### src/rtl/alu_core.sv
`default_nettype none
// ============================================================================
//  Module   : alu_core
//  Purpose  : Unsigned WIDTH-bit arithmetic unit (add/sub/mul/div) behind a
//             valid/ready handshake. Add, sub, mul and divide-by-zero finish
//             in one cycle. A non-zero divide runs an iterative restoring
//             divider that produces one quotient bit per cycle, MSB first.
//  Ports    : clk, rst_n        - clock, asynchronous active-low reset
//             in_valid/in_ready - operation handshake (ready = not busy)
//             a, b, op          - operands, opcode (00 add,01 sub,10 mul,11 div)
//             c, rem            - result / quotient, division remainder
//             carry, ovf, fault - carry|borrow, multiply overflow, div-by-zero
//             out_valid         - one-cycle pulse marking a new result
//  Revision : 1.0  initial release
// ============================================================================
module alu_core #(
  parameter int WIDTH      = 4,
  parameter int DIV_CYCLES = WIDTH
) (
  input  logic             clk,
  input  logic             rst_n,
  input  logic             in_valid,
  output logic             in_ready,
  input  logic [WIDTH-1:0] a,
  input  logic [WIDTH-1:0] b,
  input  logic [1:0]       op,
  output logic [WIDTH-1:0] c,
  output logic [WIDTH-1:0] rem,
  output logic             carry,
  output logic             ovf,
  output logic             fault,
  output logic             out_valid
);

  localparam int         CNT_W   = $clog2(DIV_CYCLES + 1);
  localparam logic [1:0] OP_ADD  = 2'b00;
  localparam logic [1:0] OP_SUB  = 2'b01;
  localparam logic [1:0] OP_MUL  = 2'b10;

  typedef enum logic [0:0] {
    ST_IDLE = 1'b0,
    ST_BUSY = 1'b1
  } state_t;

  state_t             state_q, state_d;
  logic [CNT_W-1:0]   cnt_q, cnt_d;
  logic [WIDTH-1:0]   divisor_q, divisor_d;
  // Holds the not-yet-consumed dividend bits; quotient bits shift in at the LSB.
  logic [WIDTH-1:0]   quo_q, quo_d;
  logic [WIDTH-1:0]   part_q, part_d;

  logic [WIDTH-1:0]   c_q, c_d;
  logic [WIDTH-1:0]   rem_q, rem_d;
  logic               carry_q, carry_d;
  logic               ovf_q, ovf_d;
  logic               fault_q, fault_d;
  logic               out_valid_q, out_valid_d;

  logic               accept;
  logic [WIDTH:0]     sum;
  logic [WIDTH:0]     diff;
  logic [2*WIDTH-1:0] prod;
  logic [WIDTH:0]     shifted;
  logic [WIDTH:0]     trial;
  logic               qbit;
  logic [WIDTH-1:0]   part_next;
  logic [WIDTH-1:0]   quo_next;

  assign in_ready = (state_q == ST_IDLE);
  assign accept   = in_valid && in_ready;

  always_comb begin
    sum  = {1'b0, a} + {1'b0, b};
    // Top bit of the extended difference is the borrow (a < b).
    diff = {1'b0, a} - {1'b0, b};
    prod = {{WIDTH{1'b0}}, a} * {{WIDTH{1'b0}}, b};
  end

  // One restoring-division step: bring down the next dividend bit, try to
  // subtract the divisor and keep the difference only when it does not go
  // negative.
  always_comb begin
    shifted   = {part_q, quo_q[WIDTH-1]};
    trial     = shifted - {1'b0, divisor_q};
    qbit      = (shifted >= {1'b0, divisor_q});
    part_next = qbit ? trial[WIDTH-1:0] : shifted[WIDTH-1:0];
    quo_next  = {quo_q[WIDTH-2:0], qbit};
  end

  always_comb begin
    state_d     = state_q;
    cnt_d       = cnt_q;
    divisor_d   = divisor_q;
    quo_d       = quo_q;
    part_d      = part_q;
    c_d         = c_q;
    rem_d       = rem_q;
    carry_d     = carry_q;
    ovf_d       = ovf_q;
    fault_d     = fault_q;
    out_valid_d = 1'b0;

    case (state_q)
      ST_IDLE: begin
        if (accept) begin
          // Every result clears flags that do not apply to its op.
          rem_d   = '0;
          carry_d = 1'b0;
          ovf_d   = 1'b0;
          fault_d = 1'b0;
          case (op)
            OP_ADD: begin
              c_d         = sum[WIDTH-1:0];
              carry_d     = sum[WIDTH];
              out_valid_d = 1'b1;
            end
            OP_SUB: begin
              c_d         = diff[WIDTH-1:0];
              carry_d     = diff[WIDTH];
              out_valid_d = 1'b1;
            end
            OP_MUL: begin
              c_d         = prod[WIDTH-1:0];
              ovf_d       = |prod[2*WIDTH-1:WIDTH];
              out_valid_d = 1'b1;
            end
            default: begin
              if (b == '0) begin
                c_d         = '1;
                rem_d       = a;
                fault_d     = 1'b1;
                out_valid_d = 1'b1;
              end else begin
                // Result registers keep their previous values until the
                // divide completes.
                c_d       = c_q;
                rem_d     = rem_q;
                carry_d   = carry_q;
                ovf_d     = ovf_q;
                fault_d   = fault_q;
                state_d   = ST_BUSY;
                cnt_d     = '0;
                divisor_d = b;
                quo_d     = a;
                part_d    = '0;
              end
            end
          endcase
        end
      end

      ST_BUSY: begin
        part_d = part_next;
        quo_d  = quo_next;
        cnt_d  = cnt_q + CNT_W'(1);
        if (cnt_q == CNT_W'(DIV_CYCLES - 1)) begin
          state_d     = ST_IDLE;
          c_d         = quo_next;
          rem_d       = part_next;
          carry_d     = 1'b0;
          ovf_d       = 1'b0;
          fault_d     = 1'b0;
          out_valid_d = 1'b1;
        end
      end

      default: state_d = ST_IDLE;
    endcase
  end

  always_ff @(posedge clk or negedge rst_n) begin
    if (!rst_n) begin
      state_q     <= ST_IDLE;
      cnt_q       <= '0;
      divisor_q   <= '0;
      quo_q       <= '0;
      part_q      <= '0;
      c_q         <= '0;
      rem_q       <= '0;
      carry_q     <= 1'b0;
      ovf_q       <= 1'b0;
      fault_q     <= 1'b0;
      out_valid_q <= 1'b0;
    end else begin
      state_q     <= state_d;
      cnt_q       <= cnt_d;
      divisor_q   <= divisor_d;
      quo_q       <= quo_d;
      part_q      <= part_d;
      c_q         <= c_d;
      rem_q       <= rem_d;
      carry_q     <= carry_d;
      ovf_q       <= ovf_d;
      fault_q     <= fault_d;
      out_valid_q <= out_valid_d;
    end
  end

  assign c         = c_q;
  assign rem       = rem_q;
  assign carry     = carry_q;
  assign ovf       = ovf_q;
  assign fault     = fault_q;
  assign out_valid = out_valid_q;

endmodule
`default_nettype wire

### config.mk
export PLATFORM = sky130hd
export DESIGN_NAME = alu_core
export DESIGN_NICKNAME = d
export VERILOG_FILES = /design/src/rtl/alu_core.sv
export SDC_FILE = /design/constraint.sdc
export NUM_CORES = 1
export LEC_CHECK = 0
export ABC_CLOCK_PERIOD_IN_PS = 1750
export CAP_MARGIN = 20
export CORE_MARGIN = 2
export CORE_UTILIZATION = 26
export CTS_BUF_LIST = sky130_fd_sc_hd__clkbuf_8
export CTS_CLUSTER_DIAMETER = 100
export DETAILED_ROUTE_END_ITERATION = 8
export HOLD_SLACK_MARGIN = 0.12
export PLACE_DENSITY = 0.52
export SLEW_MARGIN = 0
export SYNTH_ARGS = -nofsm -noshare
export SYNTH_HDL_FRONTEND = slang
export SYNTH_SLANG_ARGS = --single-unit
export TNS_END_PERCENT = 1
### constraint.sdc
create_clock -name clk -period 1.75 [get_ports clk]
set_clock_uncertainty 0.1 [all_clocks]
set_input_delay 0.35 -clock clk [delete_from_list [all_inputs] [get_ports clk]]
set_output_delay 0.35 -clock clk [all_outputs]
set_load 0.1 [all_outputs]
==> insert_results.sql, run 1 <==
INSERT INTO impl_metrics (metric_group, metric, value, unit) VALUES
('placement', 'dp_hpwl', '4730', 'um'),
('layout', 'n_antenna_cell', '0', ''),
('timing', 'worst_pin_slew', '372', 'ps'),
('global_routing', 'grt_pass1_vias', '2092', ''),
('die', 'fp.coreArea', '8590', 'um^2'),
('outcome', 'failed_checks', 'negative setup slack', ''),
('synthesis', 'synth.distinct_cells', '55', ''),
('setup_path', 'timing.critical_path.fanout_max', '3', ''),
('synthesis', 'syn-cell-area', '2260', 'um^2'),
('die', 'rows', '34', ''),
('timing', 'time_the_final_worst_path_needs_with_i_o_delays_and_setup', '2380', 'ps'),
('hold_path', 'timing.hold.worst.class', 'in2async', ''),
('synthesis', 'yosysTopAreaCellShare', '31.0', '%'),
('synthesis', 'synth_top_cells_by_area', 'sky130_fd_sc_hd__dfrtp_1 (31%), sky130_fd_sc_hd__ha_1 (17%), sky130_fd_sc_hd__nand2_1 (6.3%)', ''),
('die', 'die_h', '97.3', 'um'),
('clock_network', 'cts_tree', 'built', ''),
('clock_network', 'clkLatencyLatePin', '280', 'ps'),
('clock_network', 'clock_tree_root_buffer_cell', 'sky130_fd_sc_hd__clkbuf_8', ''),
('setup_path', 'required', '1820', 'ps'),
('die', 'fp.dieArea', '9460', 'um^2'),
('synthesis', 'proportion_of_synthesized_chip_area_in_sequential_cells', '31.0', '%'),
('power', 'cellLeakagePower', '1.67', 'nW'),
('setup_path', 'arrival', '2450', 'ps'),
('power', 'switchingPower', '0.00293', 'W'),
('detailed_routing', 'firstDrtPassIters', '4', ''),
('detailed_routing', 'ant_nets', '0', ''),
('detailed_routing', 'detailroute.via_count', '1990', ''),
('timing', 'final_hold_viol_count', '0', ''),
('placement', 'placedCellCount', '427', ''),
('outcome', 'outcome', 'finished, violations left', ''),
('timing', 'clock.fmax', '421', 'MHz'),
('detailed_routing', 'drt_iter0_markers', '52', ''),
('timing', 'minimum_setup_slack_in_the_final_design', '-626', 'ps'),
('timing', 'rsz0062_at_grt', 'true', ''),
('power', 'pwr_density_cell', '1680', 'nW/um^2'),
('timing', 'fin_hold_ws', '349', 'ps'),
('global_routing', 'globalRouteOverflowTotal', '0', ''),
('layout', 'final_cell_count_no_fill', '437', ''),
('timing', 'maxSlewViolCount', '0', ''),
('synthesis', 'postSynthNetCount', '290', ''),
('synthesis', 'synthMostInstantiatedCell', 'sky130_fd_sc_hd__nand2_1', ''),
('detailed_routing', 'final_wl', '6120', 'um'),
('synthesis', 'yosys.area.top_type', 'sky130_fd_sc_hd__dfrtp_1', ''),
('detailed_routing', 'wire_per_inst', '14.0', 'um'),
('global_routing', 'groute.usage.overall', '12.9', '%'),
('synthesis', 'asyncSetResetFlopFracSynth', '100', '%'),
('clock_network', 'max-clock-path-buffers', '2', ''),
('placement', 'port_buffers', '25', ''),
('synthesis', 'most_used_flip_flop_cell_after_synthesis', 'sky130_fd_sc_hd__dfrtp_1', ''),
('layout', 'layout-area-overhead-vs-synth', '60.3', '%'),
('clock_network', 'cts.clk_slew.worst_paths', '100', 'ps'),
('detailed_routing', 'vias_per_cell', '4.55', ''),
('layout', 'drive_gt1_share', '46.5', '%'),
('global_routing', 'wire_length_of_the_first_global_routing_pass', '10000', 'um'),
('layout', 'number_of_fill_cells', '807', ''),
('job', 'drv.max_cap_violation_count', '0', ''),
('die', 'initial_core_util', '26.3', '%'),
('timing', 'timing.final.setup_violations', '7', ''),
('timing', 'max_slew_margin', '75.2', '%'),
('power', 'p_seq_share', '20.7', '%'),
('layout', 'num-nets-final', '380', ''),
('clock_network', 'htreeDepth', '1', ''),
('die', 'die_x', '97.3', 'um'),
('synthesis', 'synth_edf_count', '0', ''),
('power', 'ir_worst_vdd', '0.686', 'mV'),
('setup_path', 'worstSetupEndpointType', 'register', ''),
('detailed_routing', 'post-route-drc-count', '0', ''),
('power', 'clockPowerShare', '6.8', '%'),
('power', 'share_comb_of_total_power', '72.5', '%'),
('clock_network', 'clock_sink_count', '28', ''),
('setup_path', 'crit_type', 'in2reg', '');
-- layout make-up --
class                           count  area (um^2)  share of cell area, %
Multi-Input combinational cell    185         1770                   48.7
Timing Repair Buffer               90          882                   24.3
Sequential cell                    28          701                   19.3
Tap cell                          108          135                   3.73
Inverter                           22         85.1                   2.35
Clock buffer                        4         55.1                   1.52
-- power groups by stage --
stage | clock, W | combinational (W) | sequential [W]
floorplan | 0 | 0.00148 | 0.00213
finish | 0.000414 | 0.00442 | 0.00126
detailed placement | 0 | 0.00388 | 0.00124
global route | 0.000456 | 0.00470 | 0.00130
CTS | 0.000433 | 0.00401 | 0.00123
global placement | 0 | 0.00385 | 0.00124
-- per-stage QoR --
step | total power, W | util, % | instance area, um^2
after floorplan | 0.00361 | - | 2310
after global placement | 0.00508 | 37.6 | 3230
after detailed placement | 0.00512 | 37.6 | 3230
after CTS | 0.00567 | 39.5 | 3390
after global routing | 0.00646 | 42.2 | 3620
final | 0.00609 | 42.2 | 3620
-- layout by cell type (no fill, tap or decap), drive strengths merged, types with 2 or more instances in the layout --
master | netlist | routed
nor2 | 12 | 12
dfrtp | 28 | 28
nand3b | 4 | 4
clkbuf | 3 | 5
o22a | 2 | 2
clkdlybuf4s50 | 0 | 2
xor2 | 3 | 3
inv | 22 | 22
nand2 | 40 | 40
and2 | 6 | 6
mux2i | 6 | 6
o21a | 2 | 2
buf | 2 | 84
dlygate4sd2 | 0 | 2
o21ai | 18 | 18
o21bai | 2 | 2
nand2b | 3 | 3
nor4 | 2 | 2
mux2 | 3 | 3
a21o | 6 | 6
nand3 | 3 | 3
a21oi | 13 | 13
ha | 30 | 30
fa | 7 | 7
a31oi | 2 | 2
-- sequential cells by signal, summed over array words and instances, names as in the netlist --
signal     flops
ovf            1
c              4
fault          1
cnt_q          3
part_q         4
quo_q          4
rem            4
state_q        1
carry          1
out_valid      1
divisor_q      4
-- routing by layer --
layer / global-route usage, % / part of all wire, %
met1: 16.2 / 45
met2: 23.3 / 52
met3: 1.80 / 1.9
met4: 2.88 / 1.1
met5: 0 / 0
-- cells by family after synthesis --
logic type | after synthesis | share of synthesized area [%]
buf+inv | 27 | 5.31
simple gates | 76 | 17.4
flops | 28 | 31.0
fa+ha+maj | 37 | 22.8
compound gates | 59 | 17.8
mux | 9 | 4.15
xor+xnor | 4 | 1.55
-- path summary, 6_finish.rpt --
path / startpoint / depth (start not counted) / end
setup / recovery: a[2] / 9 / c[3]
hold / removal: rst_n / 2 / carry
setup reg to reg: quo_q[3] / 8 / rem[2]
hold reg to reg: part_q[3] / 2 / part_q[3]
max in group asynchronous: rst_n / 2 / part_q[2]
min in group clk: b[2] / 4 / divisor_q[2]
-- worst max-delay path, cell delays in order --
cell                       delay, ps
sky130_fd_sc_hd__buf_8            90
sky130_fd_sc_hd__nand2_8          50
sky130_fd_sc_hd__fa_1            520
sky130_fd_sc_hd__inv_1            50
sky130_fd_sc_hd__fa_2            570
sky130_fd_sc_hd__fa_2            450
sky130_fd_sc_hd__a21oi_2         120
sky130_fd_sc_hd__o2111a_1        170
sky130_fd_sc_hd__o21ai_1          60
-- timing repair --
action                     CTS  global route
resized for setup           61            43
pin swaps                   18            17
setup endpoints to repair   29            17
buffers inserted             2             4
No activity file was read; power rests on OpenSTA's default activity.
==> inputs of run 2 (changes only) <==
--- a/config.mk
+++ b/config.mk
@@ -7,7 +7,7 @@
 export LEC_CHECK = 0
 export ABC_CLOCK_PERIOD_IN_PS = 1750
 export CAP_MARGIN = 20
-export CORE_MARGIN = 2
+export CORE_MARGIN = 1.5
 export CORE_UTILIZATION = 26
 export CTS_BUF_LIST = sky130_fd_sc_hd__clkbuf_8
 export CTS_CLUSTER_DIAMETER = 100
==> insert_results.sql, run 2 (synthesis results as in run 1) <==
INSERT INTO impl_metrics (metric_group, metric, value, unit) VALUES
('clock_network', 'ctsHoldBuffers', '0', ''),
('power', 'ir_worst_vdd', '0.628', 'mV'),
('layout', 'number_of_fill_cells', '834', ''),
('placement', 'placer_congestion', '0.825', ''),
('power', 'pwr_density_cell', '1690', 'nW/um^2'),
('detailed_routing', 'post-route-drc-count', '0', ''),
('die', 'die_x', '96.3', 'um'),
('clock_network', 'numCtsBuffers', '3', ''),
('global_routing', 'globalRouteOverflowTotal', '0', ''),
('timing', 'final_hold_viol_count', '0', ''),
('placement', 'dp_hpwl', '4750', 'um'),
('setup_path', 'critical_path_startpoint_category', 'input pin', ''),
('setup_path', 'crit_type', 'in2reg', ''),
('detailed_routing', 'wire_per_inst', '13.7', 'um'),
('global_routing', 'antenna_violations_before_repair', '0', ''),
('layout', 'mostFrequentLayoutCells', 'sky130_fd_sc_hd__buf_4 (59), sky130_fd_sc_hd__nand2_1 (35), sky130_fd_sc_hd__dfrtp_1 (28)', ''),
('hold_path', 'timing.hold.worst.class', 'in2async', ''),
('setup_path', 'timing.critical_path.fanout_max', '3', ''),
('timing', 'tns', '-2260', 'ps'),
('die', 'fp.dieArea', '9260', 'um^2'),
('clock_network', 'htreeDepth', '1', ''),
('timing', 'timing.final.setup_violations', '12', ''),
('layout', 'num-nets-final', '376', ''),
('die', 'pin_count', '26', ''),
('die', 'initial_core_util', '27.2', '%'),
('placement', 'port_buffers', '25', ''),
('layout', 'n_antenna_cell', '0', ''),
('timing', 'worst_pin_slew', '377', 'ps'),
('job', 'drv.max_cap_violation_count', '0', ''),
('clock_network', 'cts_tree', 'built', ''),
('setup_path', 'required', '1830', 'ps'),
('global_routing', 'grt_pass1_vias', '2076', ''),
('detailed_routing', 'ant_nets', '0', ''),
('detailed_routing', 'vias_per_cell', '4.56', ''),
('clock_network', 'clkLatencyLatePin', '280', 'ps'),
('power', 'cellLeakagePower', '1.63', 'nW'),
('clock_network', 'cts.clk_slew.worst_paths', '100', 'ps'),
('setup_path', 'critical_path.top_delay_family', 'adder cells', ''),
('timing', 'max_slew_margin', '74.9', '%'),
('setup_path', 'arrival', '2410', 'ps'),
('global_routing', 'wire_length_of_the_first_global_routing_pass', '10100', 'um'),
('timing', 'time_the_final_worst_path_needs_with_i_o_delays_and_setup', '2330', 'ps'),
('setup_path', 'slowest_delay', '520', 'ps'),
('clock_network', 'cts.repair_timing.setup_buffer_count', '0', ''),
('layout', 'layout-area-overhead-vs-synth', '50.1', '%'),
('outcome', 'failed_checks', 'negative setup slack', ''),
('global_routing', 'grt_max_degree', '29', ''),
('global_routing', 'groute.usage.overall', '14.4', '%'),
('timing', 'post-route-period-util', '133', '%'),
('clock_network', 'clock_tree_root_buffer_cell', 'sky130_fd_sc_hd__clkbuf_8', ''),
('outcome', 'outcome', 'finished, violations left', ''),
('setup_path', 'worstSetupEndpointType', 'register', ''),
('clock_network', 'max-clock-path-buffers', '2', ''),
('timing', 'clock.fmax', '429', 'MHz'),
('layout', 'finalCoreUtilization', '40.9', '%'),
('clock_network', 'clock_sink_count', '28', ''),
('setup_path', 'cp_cell_sequence', 'buf_8 -> nand2_4 -> fa_1 -> inv_1 -> fa_1 -> ha_1 -> nand3_2 -> a21oi_2 -> a31oi_1 -> o311ai_1 -> nand2_1', ''),
('detailed_routing', 'final_wl', '5890', 'um'),
('layout', 'final_common_cell', 'sky130_fd_sc_hd__buf_4', ''),
('detailed_routing', 'firstDrtPassIters', '4', ''),
('timing', 'minimum_setup_slack_in_the_final_design', '-583', 'ps'),
('timing', 'rsz0062_at_grt', 'true', ''),
('die', 'die_h', '96.3', 'um'),
('setup_path', 'worst-path-buf-inv', '2', ''),
('layout', 'drive_gt1_share', '40.4', '%'),
('setup_path', 'critical-path-slowest-cell', 'sky130_fd_sc_hd__fa_1', ''),
('detailed_routing', 'drt_iter0_markers', '39', ''),
('die', 'rows', '33', ''),
('timing', 'maxSlewViolCount', '0', ''),
('setup_path', 'cpMostUsedCell', 'sky130_fd_sc_hd__fa_1', ''),
('die', 'fp.coreArea', '8300', 'um^2'),
('detailed_routing', 'detailroute.via_count', '1957', '');
run 2: changes by cell type in the layout (fill, tap and decap cells not counted), moves of 2 or more:
cell | before | now
sky130_fd_sc_hd__ha_1 | 13 | 21
sky130_fd_sc_hd__ha_4 | 11 | 3
sky130_fd_sc_hd__buf_4 | 63 | 59
sky130_fd_sc_hd__inv_1 | 16 | 20
sky130_fd_sc_hd__inv_2 | 5 | 2
sky130_fd_sc_hd__buf_2 | 1 | 3
run 2: repair_timing:
| item | CTS | global route |
|---|---|---|
| endpoints found under the hold margin | 0 | 0 |
| resized for setup | 65 | 10 |
| pin swaps | 14 | 5 |
| setup endpoints to repair | 28 | 25 |
run 2: metrics by stage:
| step | cells | setup slack [ps] | instance area, um^2 | total power [W] | hold WS, ps |
|---|---|---|---|---|---|
| 2_1_floorplan | 240 | -708 | 2310 | 0.00361 | -45.6 |
| 3_3_place_gp | 426 | -1440 | 3240 | 0.00511 | 377 |
| 3_5_place_dp | 426 | -1490 | 3240 | 0.00518 | 392 |
| 4_1_cts | 429 | -624 | 3370 | 0.00576 | 354 |
| 5_1_grt | 429 | -694 | 3390 | 0.00612 | 382 |
| 6_report | 429 | -583 | 3390 | 0.00573 | 341 |
run 2: area by class of cell:
cell class	instances	area (um^2)	area share [%]
inverters	22	82.6	2.43
flip-flops and latches	28	701	20.6
well taps	105	131	3.87
repair buffers	86	841	24.8
multi-input cells	185	1600	47.1
clock buffers	3	41.3	1.22
run 2: worst paths after layout:
| check | from | end | slack (ps) | cells past startpoint |
|---|---|---|---|---|
| max | b[2] | ovf | -580 | 11 |
| min | rst_n | carry | 340 | 2 |
| max reg2reg | divisor_q[1] | rem[1] | -170 | 8 |
| min reg2reg | cnt_q[0] | cnt_q[0] | 400 | 1 |
| max in group asynchronous | rst_n | out_valid | 930 | 2 |
| min in group clk | b[3] | divisor_q[3] | 380 | 4 |
run 2: power breakdown:
group	internal (W)	switching (W)	leakage, nW
clock	0.000156	0.000217	0.0216
combinational	0.00181	0.00232	1.27
sequential	0.000970	0.000256	0.344
run 2: layer usage:
layer | track usage [%] | part of all wire [%]
met5 | 0 | 0
met4 | 2.57 | 0.95
met3 | 2.13 | 2.1
met2 | 26.3 | 51
met1 | 17.9 | 46
